**config.mk**
```make
export PLATFORM = sky130hd
export DESIGN_NAME = score_timer
export DESIGN_NICKNAME = d
export VERILOG_FILES = /design/src/rtl/game_pkg.sv /design/src/rtl/tick_gen.sv /design/src/rtl/score_timer.sv
export SDC_FILE = /design/constraint.sdc
export NUM_CORES = 1
export LEC_CHECK = 0
export ABC_AREA = 1
export CAP_MARGIN = 10
export CELL_PAD_IN_SITES_DETAIL_PLACEMENT = 1
export CELL_PAD_IN_SITES_GLOBAL_PLACEMENT = 2
export CORE_MARGIN = 1.5
export CORE_UTILIZATION = 33
export DETAILED_ROUTE_END_ITERATION = 10
export GPL_ROUTABILITY_DRIVEN = 1
export PLACE_DENSITY_LB_ADDON = 0.1
export SLEW_MARGIN = 20
export SYNTH_ARGS = -nofsm -noshare
export SYNTH_HDL_FRONTEND = slang
export SYNTH_SLANG_ARGS = --single-unit
```
**constraint.sdc**
```tcl
create_clock -name clk -period 1.84 [get_ports clk]
set_input_delay 0.368 -clock clk [delete_from_list [all_inputs] [get_ports clk]]
set_output_delay 0.368 -clock clk [all_outputs]
set_load 0.005 [all_outputs]
```
**src/rtl/game_pkg.sv**
```systemverilog
// Definitions shared by the game datapath and the game state machine:
// state encodings and BCD helpers for the two-digit score and time counters.
package game_pkg;

   typedef enum logic [1:0] {
      ST_IDLE = 2'b00,
      ST_PLAY = 2'b01,
      ST_WIN  = 2'b10,
      ST_LOSE = 2'b11
   } game_state_t;

   localparam int BCD_W = 8;

   function automatic logic [BCD_W-1:0] to_bcd8(input int value);
      int tens;
      int ones;
      tens = value / 10;
      ones = value % 10;
      to_bcd8 = {tens[3:0], ones[3:0]};
   endfunction

   function automatic logic [BCD_W-1:0] bcd_inc(input logic [BCD_W-1:0] value);
      logic [3:0] tens;
      logic [3:0] ones;
      tens = value[7:4];
      ones = value[3:0];
      if (ones >= 4'd9) begin
         ones = 4'd0;
         tens = (tens >= 4'd9) ? 4'd0 : tens + 4'd1;
      end else begin
         ones = ones + 4'd1;
      end
      bcd_inc = {tens, ones};
   endfunction

   // Saturates at 00 so a stray decrement can never produce a non-BCD digit.
   function automatic logic [BCD_W-1:0] bcd_dec(input logic [BCD_W-1:0] value);
      logic [3:0] tens;
      logic [3:0] ones;
      tens = value[7:4];
      ones = value[3:0];
      if (value == 8'h00) begin
         tens = 4'd0;
         ones = 4'd0;
      end else if (ones == 4'd0) begin
         ones = 4'd9;
         tens = tens - 4'd1;
      end else begin
         ones = ones - 4'd1;
      end
      bcd_dec = {tens, ones};
   endfunction

endpackage

```
**src/rtl/tick_gen.sv**
```systemverilog
// Game-second divider: one-cycle tick every TICK_DIV enabled cycles,
// counter held at zero while disabled so each game starts a fresh second.
module tick_gen
   import game_pkg::*;
#(
   parameter int TICK_DIV = 50_000_000
) (
   input  logic clk,
   input  logic rst_n,
   input  logic en,
   output logic tick
);

   localparam int CNT_W = $clog2(TICK_DIV);
   localparam logic [CNT_W-1:0] LAST = CNT_W'(TICK_DIV - 1);

   logic [CNT_W-1:0] cnt_r;
   logic             last_s;

   assign last_s = (cnt_r == LAST);

   // Divider counter: wraps at LAST, cleared whenever the game is not running.
   always_ff @(posedge clk or negedge rst_n) begin
      if (!rst_n) begin
         cnt_r <= {CNT_W{1'b0}};
      end else if (!en) begin
         cnt_r <= {CNT_W{1'b0}};
      end else if (last_s) begin
         cnt_r <= {CNT_W{1'b0}};
      end else begin
         cnt_r <= cnt_r + CNT_W'(1);
      end
   end

   assign tick = en & last_s;

endmodule

```
**src/rtl/score_timer.sv**
```systemverilog
// Score and countdown datapath feeding the game state machine: counts hits and
// game seconds in BCD and flags target reached (Ts) and time up (Tt).
module score_timer
   import game_pkg::*;
#(
   parameter int TICK_DIV = 50_000_000,
   parameter int GAME_SEC = 30,
   parameter int TARGET   = 10
) (
   input  logic       clk,
   input  logic       rst_n,
   input  logic [1:0] state,
   input  logic       hit_key,
   output logic [7:0] score_bcd,
   output logic [7:0] time_bcd,
   output logic       Ts,
   output logic       Tt
);

   localparam logic [BCD_W-1:0] GAME_BCD   = to_bcd8(GAME_SEC);
   localparam logic [BCD_W-1:0] TARGET_BCD = to_bcd8(TARGET);

   game_state_t      state_s;
   logic             play_s;
   logic             sync1_r;
   logic             sync2_r;
   logic             sync3_r;
   logic             hit_pulse_s;
   logic             tick_s;
   logic             ts_s;
   logic             tt_s;
   logic [BCD_W-1:0] score_r;
   logic [BCD_W-1:0] score_nxt_s;
   logic [BCD_W-1:0] time_r;
   logic [BCD_W-1:0] time_nxt_s;

   assign state_s = game_state_t'(state);
   assign play_s  = (state_s == ST_PLAY);

   // Hit synchronizer plus one delay stage for rising-edge detection.
   always_ff @(posedge clk or negedge rst_n) begin
      if (!rst_n) begin
         sync1_r <= 1'b0;
         sync2_r <= 1'b0;
         sync3_r <= 1'b0;
      end else begin
         sync1_r <= hit_key;
         sync2_r <= sync1_r;
         sync3_r <= sync2_r;
      end
   end

   assign hit_pulse_s = sync2_r & ~sync3_r;

   tick_gen #(
      .TICK_DIV (TICK_DIV)
   ) u_tick_gen (
      .clk   (clk),
      .rst_n (rst_n),
      .en    (play_s),
      .tick  (tick_s)
   );

   // BCD compare is numeric as long as both digits stay in 0..9.
   assign ts_s = (score_r >= TARGET_BCD);
   assign tt_s = (time_r == 8'h00);

   // Score next-state: cleared in IDLE, counts accepted hits in PLAY, holds otherwise.
   always_comb begin
      score_nxt_s = score_r;
      case (state_s)
         ST_IDLE: score_nxt_s = 8'h00;
         ST_PLAY: begin
            if (hit_pulse_s && !ts_s && !tt_s) begin
               score_nxt_s = bcd_inc(score_r);
            end else begin
               score_nxt_s = score_r;
            end
         end
         default: score_nxt_s = score_r;
      endcase
   end

   // Time next-state: reloaded in IDLE, counts down on ticks in PLAY until won or expired.
   always_comb begin
      time_nxt_s = time_r;
      case (state_s)
         ST_IDLE: time_nxt_s = GAME_BCD;
         ST_PLAY: begin
            if (tick_s && !tt_s && !ts_s) begin
               time_nxt_s = bcd_dec(time_r);
            end else begin
               time_nxt_s = time_r;
            end
         end
         default: time_nxt_s = time_r;
      endcase
   end

   // Score and time registers.
   always_ff @(posedge clk or negedge rst_n) begin
      if (!rst_n) begin
         score_r <= 8'h00;
         time_r  <= GAME_BCD;
      end else begin
         score_r <= score_nxt_s;
         time_r  <= time_nxt_s;
      end
   end

   assign score_bcd = score_r;
   assign time_bcd  = time_r;
   assign Ts        = ts_s;
   assign Tt        = tt_s;

endmodule

```
**Word level (Yosys, flattened, before mapping)**

Index checks and enable logic that the tools add are counted.

- Output and inout bits: 18
- RAM bits: 0
- Input port bits: 5
- Memories kept: 0
- ROM bits: 0
- Flip-flop bits (word level): 45
- Latch bits: 0
- Word-level logic and storage cells: 52

- Divide/modulo/power cells: 0
- Add/subtract/negate cells: 5
- Shift-type cells: 0
- Reduce and logical (&&, ||, !) cells: 14
- Muxes and demuxes: 13
- Order comparisons: 3
- Eq/ne operators: 6
- Multipliers: 0
- Bitwise operators: 3

Operators by type and width:

| operator | number |
|---|---|
| $mux W26 | 2 |
| $pmux W8 S2 | 2 |
| $mux W4 | 7 |
| $add A26 B1 Y26 const B | 1 |
| $eq A26 B26 Y1 const B | 1 |
| $mux W8 | 2 |
| $add A4 B1 Y4 const B | 2 |
| $ge A4 B4 Y1 const B | 2 |
| $ge A8 B5 Y1 const B | 1 |
| $logic_not A8 Y1 | 1 |
| $sub A4 B1 Y4 const B | 2 |
| $ne A2 B2 Y1 const B | 3 |
| $reduce_and A3 Y1 | 2 |
| $logic_and A1 B1 Y1 | 4 |
| $logic_not A4 Y1 | 1 |
| $reduce_and A2 Y1 | 2 |
| $ne A3 B3 Y1 const B | 1 |
| $and A1 B1 Y1 | 2 |
| $eq A2 B1 Y1 const B | 1 |
| $logic_not A1 Y1 | 2 |
| $logic_not A2 Y1 | 1 |
| $reduce_bool A2 Y1 | 1 |
| $not A1 Y1 | 1 |

**Logic depth before layout (Yosys ltp)**

Gate-level depths: netlist of run 1.

- Word-level depth: 6
- Mapped depth: 12
- Gate-level depth less buffers: 12

**By module**

Synthesis of run 1 repeated with hierarchy kept, for this count alone.

- Cells, all modules: 387
- Area total of the unflattened synthesis: 2862.7 um^2

Modules (own cells, without submodules):

| module | area each (um^2) | sequential area each (um^2) | instances | cells each |
|---|---|---|---|---|
| tick_gen | 1544.0 | 650.6 | 1 | 222 |
| score_timer | 1318.8 | 478.0 | 1 | 165 |

**Least setup slack after synthesis of run 1**

OpenSTA, ideal clock, no wires.

- Path type: reg-to-reg
- Start point: register time_r[4], in the netlist time_bcd[4]
- End point: register time_r[6], in the netlist time_bcd[6]
- Library setup time: 65 ps
- Path buffers: 1
- Stages on the path, launching flop included: 13
- Path slack: 268 ps
- Arrival time: 1507 ps
- Required time: 1775 ps
- Clock period less this slack: 1572 ps
- Path through: dfstp_2 inv_1 ha_1 inv_1 nor2_1 nand2_2 nand2_1 nor2_1 nand2_2 nand2_4 buf_6 nand3_1 nand2_1

- Longest elaborated chain between the ends: 6
- Elaborated cells on any way between the ends: 12
- Classes of those cells: 1 x add/sub; 2 x eq/ne; 4 x mux; 5 x reduce/logical

RTL lines:

| what | line | RTL |
|---|---|---|
| start, declared | score_timer.sv:34 | `logic [BCD_W-1:0] time_r;` |
| start signal, assigned | score_timer.sv:107 | `time_r <= time_nxt_s;` |
| parallel branches: the longest is 6 deep, another holds $sub A4 B1 Y4 | n/a |  |

Several ways; the timed one is not identified. The select of a mux whose other input is x is not followed.
A chain may end at the register's enable or synchronous reset.

**Worst setup path after layout of run 1**

- Start point: register score_r[5], in the netlist score_bcd[5]
- End point: output port score_bcd[5]

RTL lines:

| what | line | RTL |
|---|---|---|
| start, declared | score_timer.sv:32 | `logic [BCD_W-1:0] score_r;` |
| start signal, assigned | score_timer.sv:106 | `score_r <= score_nxt_s;` |
| end, declared | score_timer.sv:14 | `output logic [7:0] score_bcd,` |

No word-level cell between the ends.

==> flow_summary_export.csv, run 1 <==
group,metric,value,unit
timing,rsz0062_at_grt,"yes",
drt,drtIter0Drc,92,
clock_tree,htree_num_levels,2,
timing,clock_skew,0.00899,ns
critical_path,crit_fanout,3,
floorplan,rows,32,
clock_tree,cts_root_buffer,"clkbuf_8",
floorplan,ioPinCount,23,
timing,tightest_slew,0.419,ns
clock_tree,cts.sinks,45,
critical_path,r2r-start,"score_bcd[5]$_DFFE_PN0P_",
layout,multiInputGateArea,1430,sq um
run,cap_violations,0,
floorplan,core_region_area,7850,sq um
hold_path,worstHoldEndpoint,"sync2_r$_DFF_PN0_",
critical_path,critPathCaptureType,"output pin",
logic_synthesis,ys_seq_elements,45,
critical_path,rr_endpoint,"score_bcd[0]$_DFFE_PN0P_",
critical_path,criticalPathCategory,"reg -> out",
grt,grt_max_degree,34,
logic_synthesis,synth_seq_area_share,41.5,%
timing,min_period_over_period,96.2,%
placed_design,gp_congestion,0.844,
timing,max_freq,0.565,GHz
logic_synthesis,yosys_warnings,0,
floorplan,die_h,93.7,um
drt,wire_per_inst,14.6,um
floorplan,start_util,34.6,%
logic_synthesis,yosysTopAreaCell,"dfrtp_1",
layout,areaGrowthSynthToFinish,30.9,%
placed_design,dpl.hpwl,6050,um
layout,final_cell_mix,"nand2_1 (85), nor2_1 (61), inv_1 (44), dfrtp_1 (43), buf_4 (35)",
grt,grt_pass1_wl,13500,um
placed_design,dpl_worst_slack,-0.0839,ns
timing,setup_slack,0.0695,ns
hold_path,worstHoldStart,"sync1_r$_DFF_PN0_",
timing,hold_viol,0,
drt,vias_per_cell,4.77,
logic_synthesis,yosys-top-cells-area,"dfrtp_1 (40%), nand2_1 (12%), nor2_1 (8.7%), inv_1 (6.9%), nand3_1 (6.1%)",
timing,fin_crit,1.77,ns
clock_tree,clockBufferDepth,2,
drt,highest_layer,"met4",
grt,gr-total-overflow,0,
drt,num_vias,2601,
layout,diodes,0,
layout,seq_area,1130,sq um
placed_design,io_buffer_count,22,
pwr,peakVddDrop,0.329,mV
critical_path,r2r_cells,12,
hold_path,min_path_cells,0,
critical_path,worstPathArrival,1.40,ns
clock_tree,cts_tree,"yes",
hold_path,min_path_type,"reg -> reg",
timing,setup_viol,0,
grt,grt_pass1_vias,2709,
logic_synthesis,synthCells,376,
critical_path,worstSetupStartpointType,"flip-flop",
clock_tree,path_clk_slew,0.08,ns
timing,relSlewSlack,72.0,%
critical_path,reg2reg_slack,0.09,ns
drt,wl_met2,3950,um
grt,grt_usage,19.9,%
logic_synthesis,syn_avg_cell_area,7.23,sq um
drt,wl_met1,3650,um
floorplan,fp.dieW,93.7,um
floorplan,die-area,8790,sq um
drt,drt_wl_total,7970,um
pwr,power.density,710,nW/um^2
logic_synthesis,synth.distinct_cells,31,
layout,fill_cells,1003,
clock_tree,clk_latency,0.31,ns
drt,drtAntennaViolNets,0,
drt,first_pass_iters,4,
pwr,finalPower,2530,uW
critical_path,critPathRequiredTime,1.47,ns
timing,drv_slew,0,
outcome,run_status,"complete, no violations",
logic_synthesis,synth_nets,392,
layout,layout.nets,458,
clock_tree,cts_buffers,5,
drt,drc_errors,0,
drt,dr_wl_met3,210,um
layout,drive_above_1_share,21.4,%
logic_synthesis,synth_top_area_share,39.6,%
layout,final_util,45.3,%
layout,layout_commonest_cell,"nand2_1",
pwr,p_leak,0.00167,uW
grt,antenna_found_initial,0,
logic_synthesis,netlist_area,2720,sq um
## how the worst max path moves through the flow
stage / start / end / cells after the start
after detailed placement: state[0] / time_bcd[7]$_DFFE_PN0P_ / 10
final: score_bcd[5]$_DFFE_PN0P_ / score_bcd[5] / 3
after floorplan: time_bcd[4]$_DFFE_PN1P_ / time_bcd[6]$_DFFE_PN0P_ / 12
after CTS: time_bcd[4]$_DFFE_PN1P_ / Tt / 7
after global routing: score_bcd[5]$_DFFE_PN0P_ / score_bcd[4]$_DFFE_PN0P_ / 12
after global placement: state[1] / score_bcd[6]$_DFFE_PN0P_ / 8
## per-layer routing
| metal | vias to the layer above | global-route usage (%) |
|---|---|---|
| met4 | 0 | 6.09 |
| met1 | 1250 | 24.9 |
| met5 | - | 0 |
| met3 | 12 | 4.45 |
| met2 | 28 | 33.9 |
| li1 | 1311 | - |
## power by group
part / internal (uW) / switching [uW] / total, uW
Clock: 340 / 366 / 707
Sequential: 1050 / 38.8 / 1090
Combinational: 372 / 361 / 732
## stage by stage
step | hold WS, ns | cells | area [sq um] | TNS (ns)
floorplan | 0.0724 | 376 | 2720 | 0
global placement | 0.302 | 528 | 3300 | -0.00507
detailed placement | 0.306 | 528 | 3300 | -0.595
CTS | 0.364 | 538 | 3430 | -0.0259
global route | 0.364 | 545 | 3560 | -0.0900
finish | 0.359 | 545 | 3560 | 0
## cell families (layout without fill, tap and decap cells)
group,Yosys count,count (layout),synth area share (%)
buffers and inverters,58,125,8.33
flip-flops,45,45,41.5
AND/OR/NAND/NOR,225,225,36.8
XOR/XNOR,9,9,2.90
adder cells (fa/ha/maj),11,11,5.06
AO/OA/AOI/OAI,28,28,5.34
## area by class of cell
type | count | share of cell area, %
clock inverter | 1 | 0.141
timing repair buffer | 62 | 15.9
sequential | 45 | 31.7
multi-input combinational | 273 | 40.1
clock buffer | 7 | 2.71
tap | 102 | 3.59
inverter | 55 | 5.80
## cell usage after synthesis
library cell,number
and3_1,1
xnor2_1,2
a21oi_1,8
buf_2,1
a21o_1,1
nand2_1,89
nand2_2,4
dfstp_2,2
xor2_1,7
nor3b_1,3
nand3b_1,1
nor3_2,2
nor4_1,2
nand2_4,1
o21ai_0,12
o21a_1,1
nor2_1,63
buf_6,1
o21ai_1,6
nand3_1,33
inv_2,5
or2_2,4
nand4_1,9
dfrtp_1,43
inv_1,50
nor2_2,6
nand3_2,1
clkbuf_1,1
nor3_1,5
or2_1,1
ha_1,11
## sequential cells by signal, summed over array words and instances (netlist names)
name / count
sync3_r: 1
sync1_r: 1
sync2_r: 1
u_tick_gen.cnt_r: 26
time_bcd: 8
score_bcd: 8
## what timing repair did
item / CTS / global route
pin swaps: 4 / 6
cloned: 0 / 1
setup endpoints to repair: 2 / 20
hold buffers: 1 / 0
hold endpoints to repair: 12 / 0
setup buffers: 1 / 6
gates resized for setup: 13 / 22
## critical path, stage by stage (launching register included)
cell             delay, ns
dfrtp_1               0.40
buf_4                 0.13
buf_4                 0.13
clkdlybuf4s50_1       0.44
No activity file was read; power rests on OpenSTA's default activity.
==> run 2: changes to the inputs <==
--- a/config.mk
+++ b/config.mk
@@ -13,6 +13,7 @@
 export CORE_UTILIZATION = 33
 export DETAILED_ROUTE_END_ITERATION = 10
 export GPL_ROUTABILITY_DRIVEN = 1
+export GPL_TIMING_DRIVEN = 0
 export PLACE_DENSITY_LB_ADDON = 0.1
 export SLEW_MARGIN = 20
 export SYNTH_ARGS = -nofsm -noshare
==> run 2 against run 1 <==
  * Largest power group unchanged
  * Power shrank 5.9%
  * Clock-buffer cell count up 1
  * Final area fell by 3.4%
  * Largest cell class unchanged
  * The flow now finishes with violations (hold timing)
  * Critical path type unchanged
  * Maximum frequency up 0.97%
==> flow_summary_export.csv, run 2 (synthesized netlist as in run 1, its figures left out) <==
group,metric,value,unit
critical_path,criticalPathCategory,"reg -> out",
outcome,run_status,"finished, violations left",
drt,drt_wl_total,7590,um
critical_path,cp_num_buf_inv,4,
timing,hold_viol,15,
outcome,violations,"hold timing",
clock_tree,clockBufferDepth,2,
clock_tree,cts_tree,"yes",
grt,grt_usage,18.9,%
critical_path,critPathCaptureType,"output pin",
critical_path,r2r_cells,13,
drt,drtIter0Drc,84,
floorplan,rows,32,
timing,timing.hold.ws,-0.00830,ns
placed_design,gp_congestion,0.812,
floorplan,start_util,34.6,%
timing,drv_slew,0,
grt,gr-max-usage-layer,"met2",
timing,tightest_slew,0.457,ns
pwr,finalPower,2380,uW
clock_tree,cts.sinks,45,
drt,drtAntennaViolNets,0,
critical_path,crit_family,"flip-flops",
critical_path,cp_slowest_stage_delay,0.54,ns
layout,layout.cells.non_filler,530,
critical_path,cp_cell_sequence,"inv_2, ha_2, inv_1, nor2_1, nand2_2, inv_2, buf_2",
hold_path,min_path_type,"in -> async",
clock_tree,cts_buffers,5,
critical_path,crit_start,"time_bcd[4]$_DFFE_PN1P_",
critical_path,cp_common_cell,"inv_2",
timing,relSlewSlack,69.3,%
critical_path,worstPathArrival,1.39,ns
timing,fin_crit,1.75,ns
drt,num_vias,2550,
timing,max_freq,0.570,GHz
layout,layout_commonest_cell,"nand2_1",
grt,grt_pass1_wl,13100,um
placed_design,placed_area,3080,sq um
layout,areaGrowthSynthToFinish,26.4,%
layout,regMostFlops,"u_tick_gen.cnt_r",
grt,grt.met2_usage,33.0,%
critical_path,crit_fanout,3,
clock_tree,ctsHoldBuffers,0,
critical_path,rr_endpoint,"time_bcd[5]$_DFFE_PN1P_",
clock_tree,path_clk_slew,0.09,ns
grt,grt_pass1_vias,2753,
drt,drc_errors,0,
pwr,power.density,692,nW/um^2
critical_path,slowest_stage,"dfstp_2",
layout,final_cell_mix,"nand2_1 (86), nor2_1 (60), inv_1 (44), dfrtp_1 (41), nand3_1 (32)",
drt,vias_per_cell,4.81,
layout,diodes,0,
timing,min_period_over_period,95.3,%
floorplan,die_h,93.7,um
run,cap_violations,0,
floorplan,die-area,8790,sq um
critical_path,worstSetupStartpointType,"flip-flop",
critical_path,reg2reg_slack,0.11,ns
grt,grt_max_degree,30,
pwr,peakVddDrop,0.333,mV
grt,antenna_found_initial,0,
placed_design,io_buffer_count,22,
grt,grtUsageMet3,2.67,%
placed_design,dp_cells,501,
placed_design,dpl.hpwl,5620,um
critical_path,r2r-start,"time_bcd[4]$_DFFE_PN1P_",
drt,wire_per_inst,14.3,um
clock_tree,clk_latency,0.30,ns
critical_path,critPathRequiredTime,1.47,ns
layout,drive_above_1_share,18.0,%
floorplan,ioPinCount,23,
floorplan,fp.dieW,93.7,um
grt,gr-total-overflow,0,
layout,final_util,43.8,%
layout,layout.nets,443,
grt,gr-usage-met1,24.4,%
pwr,p_leak,0.00158,uW
layout,stdcell_area,3440,sq um
clock_tree,cts_root_buffer,"clkbuf_8",
clock_tree,htree_num_levels,2,
drt,first_pass_iters,5,
layout,largest_register_ffs,26,
timing,clock_skew,0.00930,ns
floorplan,core_region_area,7850,sq um
timing,setup_viol,0,
## run 2: cell types whose count changed in the layout (fill, tap and decap cells not counted), moves of 2 or more
cell and change:
buf_4 -15, nand2_2 -4, clkbuf_1 +3, nand2_4 +3, nor2_4 +3, clkbuf_8 -2, dfrtp_1 -2, dfrtp_2 +2
ha_1 +2, nand3_2 -2, nand3_4 +2, nor2_2 -2
## run 2: per-layer routing
layer / vias to the layer above / part of all wire, %
met5: - / 0
li1: 1283 / -
met1: 1234 / 46
met2: 27 / 51
met4: 0 / 0.97
met3: 6 / 2.0
## run 2: per-stage QoR
stage	worst slack [ns]	setup TNS (ns)
3_5_place_dp	-0.413	-6.53
5_1_grt	-0.0103	-0.0125
4_1_cts	0.00814	0
3_3_place_gp	-1.02	-50.96
2_1_floorplan	0.268	0
6_report	0.0865	0
## run 2: what timing repair did
action                     CTS  global route
setup endpoints to repair    9            36
gates resized for setup     18            27
pin swaps                    5             8
cloned                       0             1
buffers inserted            12             8
hold endpoints to repair     0             0
## run 2: how the worst max path moves through the flow
stage / depth (start not counted) / to / slack [ns]
finish: 7 / Tt / 0.09
global route: 13 / time_bcd[5]$_DFFE_PN1P_ / -0.01
CTS: 12 / score_bcd[4]$_DFFE_PN0P_ / 0.008
detailed placement: 8 / u_tick_gen.cnt_r[3]$_DFF_PN0_ / -0.41
global placement: 1 / score_bcd[1]$_DFFE_PN0P_ / -1.02
floorplan: 12 / time_bcd[6]$_DFFE_PN0P_ / 0.27
## run 2: final cells by class
type / instances / area (sq um)
buffer: 3 / 27.5
clock buffer: 8 / 80.1
fill: 1023 / 4410
inverter: 55 / 206
multi-input combinational: 273 / 1450
sequential: 45 / 1130
tap: 102 / 128
timing repair buffer: 44 / 409
## run 2: worst reg2reg max path: stages, from the launching register on
cell and delay, ns:
dfstp_2 0.54, inv_2 0.05, ha_2 0.16, inv_1 0.04, nor2_1 0.04, nand2_2 0.08
buf_6 0.12, nand2_4 0.07, nor2_4 0.09, nand2_2 0.07, nand2_4 0.11, clkbuf_16 0.16
nand3_1 0.06, nand2_1 0.08
## run 2: power breakdown
group | leakage, uW | switching, uW | internal [uW]
Clock | 0.0000395 | 352 | 271
Sequential | 0.000607 | 42.6 | 1050
Combinational | 0.000936 | 331 | 330
Total | 0.00158 | 726 | 1650
